===== config.mk =====
export PLATFORM = sky130hd
export DESIGN_NAME = flex_counter_mm_flat
export DESIGN_NICKNAME = d
export VERILOG_FILES = /design/src/rtl/flex_counter_mm_if.sv /design/src/rtl/flex_counter_mm.sv /design/src/flat_wrapper.sv
export SDC_FILE = /design/constraint.sdc
export NUM_CORES = 1
export LEC_CHECK = 0
export BUFFER_PORTS_ARGS = -buffer_cell sky130_fd_sc_hd__clkbuf_2
export CORE_MARGIN = 3
export CORE_UTILIZATION = 51
export DETAILED_ROUTE_END_ITERATION = 10
export GPL_ROUTABILITY_DRIVEN = 0
export GPL_TIMING_DRIVEN = 0
export PLACE_DENSITY = 0.75
export SLEW_MARGIN = 20
export SYNTH_ARGS = -nofsm -noshare
export SYNTH_HDL_FRONTEND = slang
export SYNTH_SLANG_ARGS = --single-unit

===== constraint.sdc =====
create_clock -name CLK -period 4.2 [get_ports CLK]
set_clock_uncertainty 0.05 [all_clocks]
set_input_delay 0.42 -clock CLK [delete_from_list [all_inputs] [get_ports CLK]]
set_output_delay 0.42 -clock CLK [all_outputs]
set_load 0.1 [all_outputs]

===== src/rtl/flex_counter_mm_if.sv =====
// flex_counter_mm_if: control and status bundle for flex_counter_mm.
//   master : drives clear/load/load_val/count_enable/dir/sat_mode/rollover_val,
//            observes count_out/rollover_flag/wrap_pulse.
//   slave  : the counter side of the same signals.
interface flex_counter_mm_if #(
  parameter int NUM_CNT_BITS = 4
);
  logic                    clear;
  logic                    load;
  logic [NUM_CNT_BITS-1:0] load_val;
  logic                    count_enable;
  logic                    dir;
  logic                    sat_mode;
  logic [NUM_CNT_BITS-1:0] rollover_val;
  logic [NUM_CNT_BITS-1:0] count_out;
  logic                    rollover_flag;
  logic                    wrap_pulse;

  modport master (
    output clear, load, load_val, count_enable, dir, sat_mode, rollover_val,
    input  count_out, rollover_flag, wrap_pulse
  );

  modport slave (
    input  clear, load, load_val, count_enable, dir, sat_mode, rollover_val,
    output count_out, rollover_flag, wrap_pulse
  );
endinterface


===== src/rtl/flex_counter_mm.sv =====
// flex_counter_mm: up/down counter with load, wrap/saturate modes, a level
// terminal flag and a one-cycle wrap pulse. Counts use the 1..rollover_val
// convention; 0 only appears after reset, clear or a load of 0.
//   CLK  : clock, all state on rising edge
//   RST  : asynchronous active-high reset
//   bus  : slave side of flex_counter_mm_if (controls in, count/flags out)
module flex_counter_mm #(
  parameter int NUM_CNT_BITS = 4
) (
  input  logic               CLK,
  input  logic               RST,
  flex_counter_mm_if.slave   bus
);
  localparam logic [NUM_CNT_BITS-1:0] ONE = NUM_CNT_BITS'(1);

  logic [NUM_CNT_BITS-1:0] r_cnt;
  logic                    r_flag;
  logic                    r_pulse;

  logic [NUM_CNT_BITS-1:0] w_next;
  logic [NUM_CNT_BITS-1:0] w_term;
  logic                    w_wrap;
  logic                    w_rv_zero;

  // Terminal value follows the current direction so the flag tracks dir
  // changes even while holding.
  assign w_term    = bus.dir ? ONE : bus.rollover_val;
  assign w_rv_zero = (bus.rollover_val == '0);

  always_comb begin
    w_next = r_cnt;
    w_wrap = 1'b0;
    if (bus.clear) begin
      w_next = '0;
    end else if (bus.load) begin
      w_next = bus.load_val;
    end else if (bus.count_enable && !w_rv_zero) begin
      if (!bus.dir) begin
        // >= also catches rollover_val being lowered below the count.
        if (r_cnt < bus.rollover_val) begin
          w_next = NUM_CNT_BITS'(r_cnt + ONE);
        end else if (bus.sat_mode) begin
          w_next = bus.rollover_val;
        end else begin
          w_next = ONE;
          w_wrap = 1'b1;
        end
      end else begin
        // Out-of-range (above limit) and the post-clear 0 both reload
        // without a pulse; only a genuine 1 -> rollover_val step wraps.
        if (r_cnt == '0 || r_cnt > bus.rollover_val) begin
          w_next = bus.rollover_val;
        end else if (r_cnt != ONE) begin
          w_next = r_cnt - ONE;
        end else if (!bus.sat_mode) begin
          w_next = bus.rollover_val;
          w_wrap = 1'b1;
        end
      end
    end
  end

  always_ff @(posedge CLK or posedge RST) begin
    if (RST) begin
      r_cnt   <= '0;
      r_flag  <= 1'b0;
      r_pulse <= 1'b0;
    end else begin
      r_cnt   <= w_next;
      r_flag  <= (w_next == w_term) && !w_rv_zero;
      r_pulse <= w_wrap;
    end
  end

  assign bus.count_out     = r_cnt;
  assign bus.rollover_flag = r_flag;
  assign bus.wrap_pulse    = r_pulse;
endmodule


===== src/flat_wrapper.sv =====
// flat-port wrapper written by rule: the top's interface ports become plain ports
module flex_counter_mm_flat 
#(
  parameter int NUM_CNT_BITS = 4
)
  (CLK, RST, bus_clear, bus_load, bus_load_val, bus_count_enable, bus_dir, bus_sat_mode, bus_rollover_val, bus_count_out, bus_rollover_flag, bus_wrap_pulse);
  flex_counter_mm_if #(.NUM_CNT_BITS(NUM_CNT_BITS)) bus_i ();
  input  logic CLK;
  input  logic RST;
  input wire logic [$bits(bus_i.clear)-1:0] bus_clear;
  input wire logic [$bits(bus_i.load)-1:0] bus_load;
  input wire logic [$bits(bus_i.load_val)-1:0] bus_load_val;
  input wire logic [$bits(bus_i.count_enable)-1:0] bus_count_enable;
  input wire logic [$bits(bus_i.dir)-1:0] bus_dir;
  input wire logic [$bits(bus_i.sat_mode)-1:0] bus_sat_mode;
  input wire logic [$bits(bus_i.rollover_val)-1:0] bus_rollover_val;
  output wire logic [$bits(bus_i.count_out)-1:0] bus_count_out;
  output wire logic [$bits(bus_i.rollover_flag)-1:0] bus_rollover_flag;
  output wire logic [$bits(bus_i.wrap_pulse)-1:0] bus_wrap_pulse;
  assign bus_i.clear = bus_clear;
  assign bus_i.load = bus_load;
  assign bus_i.load_val = bus_load_val;
  assign bus_i.count_enable = bus_count_enable;
  assign bus_i.dir = bus_dir;
  assign bus_i.sat_mode = bus_sat_mode;
  assign bus_i.rollover_val = bus_rollover_val;
  assign bus_count_out = bus_i.count_out;
  assign bus_rollover_flag = bus_i.rollover_flag;
  assign bus_wrap_pulse = bus_i.wrap_pulse;
  flex_counter_mm #(.NUM_CNT_BITS(NUM_CNT_BITS)) u_core (.CLK(CLK), .RST(RST), .bus(bus_i));
endmodule

==> impl_metrics.yaml <==
worst_setup_path:
  cp-end-kind: "flip-flop"
  cp-start-kind: "flip-flop"
  cp.arrival_ns: 2.94
  cpLargestDelayFamily: "compound AO/OA/AOI/OAI gates"
  reg2reg_from: "u_core.bus.count_out[0]"
  r2r-end: "u_core.bus.rollover_flag"
  reg2reg_slack_ns: 1.36
  cp.required_ns: 4.30
  path_buf_inv: 3
  cp-startpoint: "u_core.bus.count_out[0]"
  ff2ff_path_depth: 11
  crit_path_cell_trace: "clkbuf_1 -> inv_1 -> ha_1 -> nor2b_1 -> o21bai_1 -> buf_2 -> a21oi_2 -> mux2i_1 -> a31oi_1 -> a2bb2oi_1 -> nor4_2"
  crit_path_top_delay_cell: "dfrtp_1"
  critPathKind: "flip-flop to flip-flop"
  max_stage_delay_ns: 0.40
  path_max_fanout: 10
logic_synthesis:
  avgSynthCellArea_um2: 7.32
  yosysMostFrequentCell: "inv_1"
  synth_area_leaders: "dfrtp_1 15%, ha_1 10%, inv_1 5.3%"
  synthMuxAreaShare_pct: 3.02
  synth_fa_ha_area_share_pct: 10.1
  synth-seq-cells: 6
  synth_compound_area_share_pct: 35.9
  ys_types: 46
  synth_top_family_by_area: "compound AO/OA/AOI/OAI gates"
  synthSimpleGateAreaFrac_pct: 27.3
  syn_inst: 136
  synth_common_cells: "14 x inv_1, 10 x nand2_1, 10 x nor2_1"
  synth_edf_count: 0
  synth_xor_area_share_pct: 0.879
  yosys_warnings: 0
  synth_top_area_share_pct: 15.1
  synthArstFlopShare_pct: 100
  syn_area_um2: 996
  ys.flop_type: "dfrtp_1"
  ys_seq_area_share_pct: 15.1
  yosysTopAreaCell: "dfrtp_1"
  synth_nets: 159
clock_tree:
  postCtsSetupRepairBufs: 0
  ctsRootBufferMaster: "clkbuf_4"
  htree_levels: 1
  cts_resized: 0
  clk_pin_slew_ns: 0.05
  cts_hold_buf: 0
  clockBufferDepth: 2
  cts_tree: "done"
  cts_sinks: 6
  clkLatencyLatePin_ns: 0.25
  cts_buffers: 3
routing:
  route.detailed.drc: 0
  antenna_left: 0
  vias: 1164
  wl_per_cell_um: 15.5
  initialDrtViolationCount: 70
  avgViaCountPerCell: 6.36
  first_pass_iters: 4
  wl_um: 2830
timing:
  finalSetupViolations: 0
  hold_viol: 0
  rsz0062_at_grt: "no"
  tightest_slew_ns: 0.546
  setup_ws_ns: 1.36
  slew_viol_final: 0
  relSlewSlack_pct: 63.2
  period_minus_slack_ns: 2.84
  finalHoldWorstSlack_ns: 0.00342
  finalSetupTns_ns: 0
  max_clock_freq_ghz: 0.352
  fin_crit_sh_pct: 67.6
floorplanning:
  core_area_um2: 1780
  die_height_um: 50.2
  pin_count: 21
  die-area_um2: 2520
  die_x_um: 50.2
  initial_utilization_pct: 55.9
  num_rows: 15
pwr:
  p_leak_uw: 0.000537
  power.density_nw_per_um2: 267
  vdd_drop_max_mv: 0.135
final_layout:
  fin_util_pct: 64.2
  layout.cells.non_filler: 183
  num-nets-final: 183
  antenna_cells: 0
  layout-drive-gt1-share_pct: 19.6
  syn_to_final_growth_pct: 14.9
placed_design:
  dp_slack_ns: 1.44
  portBuffers: 19
  dp_hpwl_um: 2210
  dpl.cell_count: 180
status:
  outcome: "finished, final reports clean"
global_routing:
  grt_overflow_total: 0
  grt_max_degree: 11
  grt_pass1_vias: 1024
  gr-usage-all-layers_pct: 23.4
  antenna_found_initial: 0
  grt_pass1_wl_um: 4580
min_path:
  min_path_type: "input port to async pin"
run:
  cap_violations: 0
==> worst max path at each step <==
stage          slack [ns]                       end  depth (start not counted)
2_1_floorplan        1.22  u_core.bus.rollover_flag                         11
3_3_place_gp         1.46  u_core.bus.rollover_flag                         11
3_5_place_dp         1.44  u_core.bus.rollover_flag                         11
4_1_cts              1.44  u_core.bus.rollover_flag                         11
5_1_grt              1.14  u_core.bus.rollover_flag                         11
6_report             1.36  u_core.bus.rollover_flag                         11
==> worst register-to-register path: stages, from the launching register on <==
cell and delay (ns):
dfrtp_1 0.40, clkbuf_1 0.33, inv_1 0.15, ha_1 0.22, nor2b_1 0.16, o21bai_1 0.09, buf_2 0.19, a21oi_2 0.28
mux2i_1 0.26, a31oi_1 0.13, a2bb2oi_1 0.20, nor4_2 0.28
==> state kept, by name (all words and copies together) (netlist names) <==
signal and count:
u_core.bus.count_out 4, u_core.bus.wrap_pulse 1, u_core.bus.rollover_flag 1
==> per-layer routing <==
metal  share of wire, %  up-vias  global-route usage (%)
li1                   -      561                       -
met1                 43      541                    30.5
met2                 48       60                    38.7
met3                8.6        2                    5.64
met4               0.57        0                    5.53
met5                  0        -                       0
==> area by class of cell <==
type,count,area (um2)
timing repair buffer,19,95.1
inverter,14,52.6
buffer,6,25.0
tap,25,31.3
clock buffer,3,22.5
sequential,6,150
multi-input combinational,110,768
fill,159,638
==> cell families (layout without fill, tap and decap cells) <==
| logic type | after synthesis | after routing |
|---|---|---|
| fa+ha+maj | 8 | 8 |
| compound gates | 49 | 49 |
| flops | 6 | 6 |
| mux | 3 | 3 |
| buf+inv | 20 | 42 |
| simple gates | 49 | 49 |
| xor+xnor | 1 | 1 |
==> power by group <==
part / internal, uW / switching (uW)
logic: 61.1 / 121
clock network: 32.4 / 21.7
registers: 62.4 / 6.71
==> stage by stage <==
| step | area [um2] | total power [uW] |
|---|---|---|
| after global placement | 1120 | 244 |
| final | 1140 | 305 |
| after CTS | 1140 | 303 |
| after detailed placement | 1120 | 248 |
| after floorplan | 996 | 206 |
| after global routing | 1140 | 325 |
==> layout by cell type (no fill, tap or decap), types with 3 or more instances in the layout <==
cell,n
a21oi_1,9
a31oi_1,4
clkbuf_1,4
clkbuf_2,19
clkbuf_4,3
dfrtp_1,6
ha_1,8
inv_1,14
mux2i_1,3
nand2_1,10
nand3_1,5
nor2_1,10
nor2b_1,7
nor3b_1,3
nor4_1,3
o21ai_0,8
o21bai_1,3
Note: power is estimated with default switching activity, not from simulation.
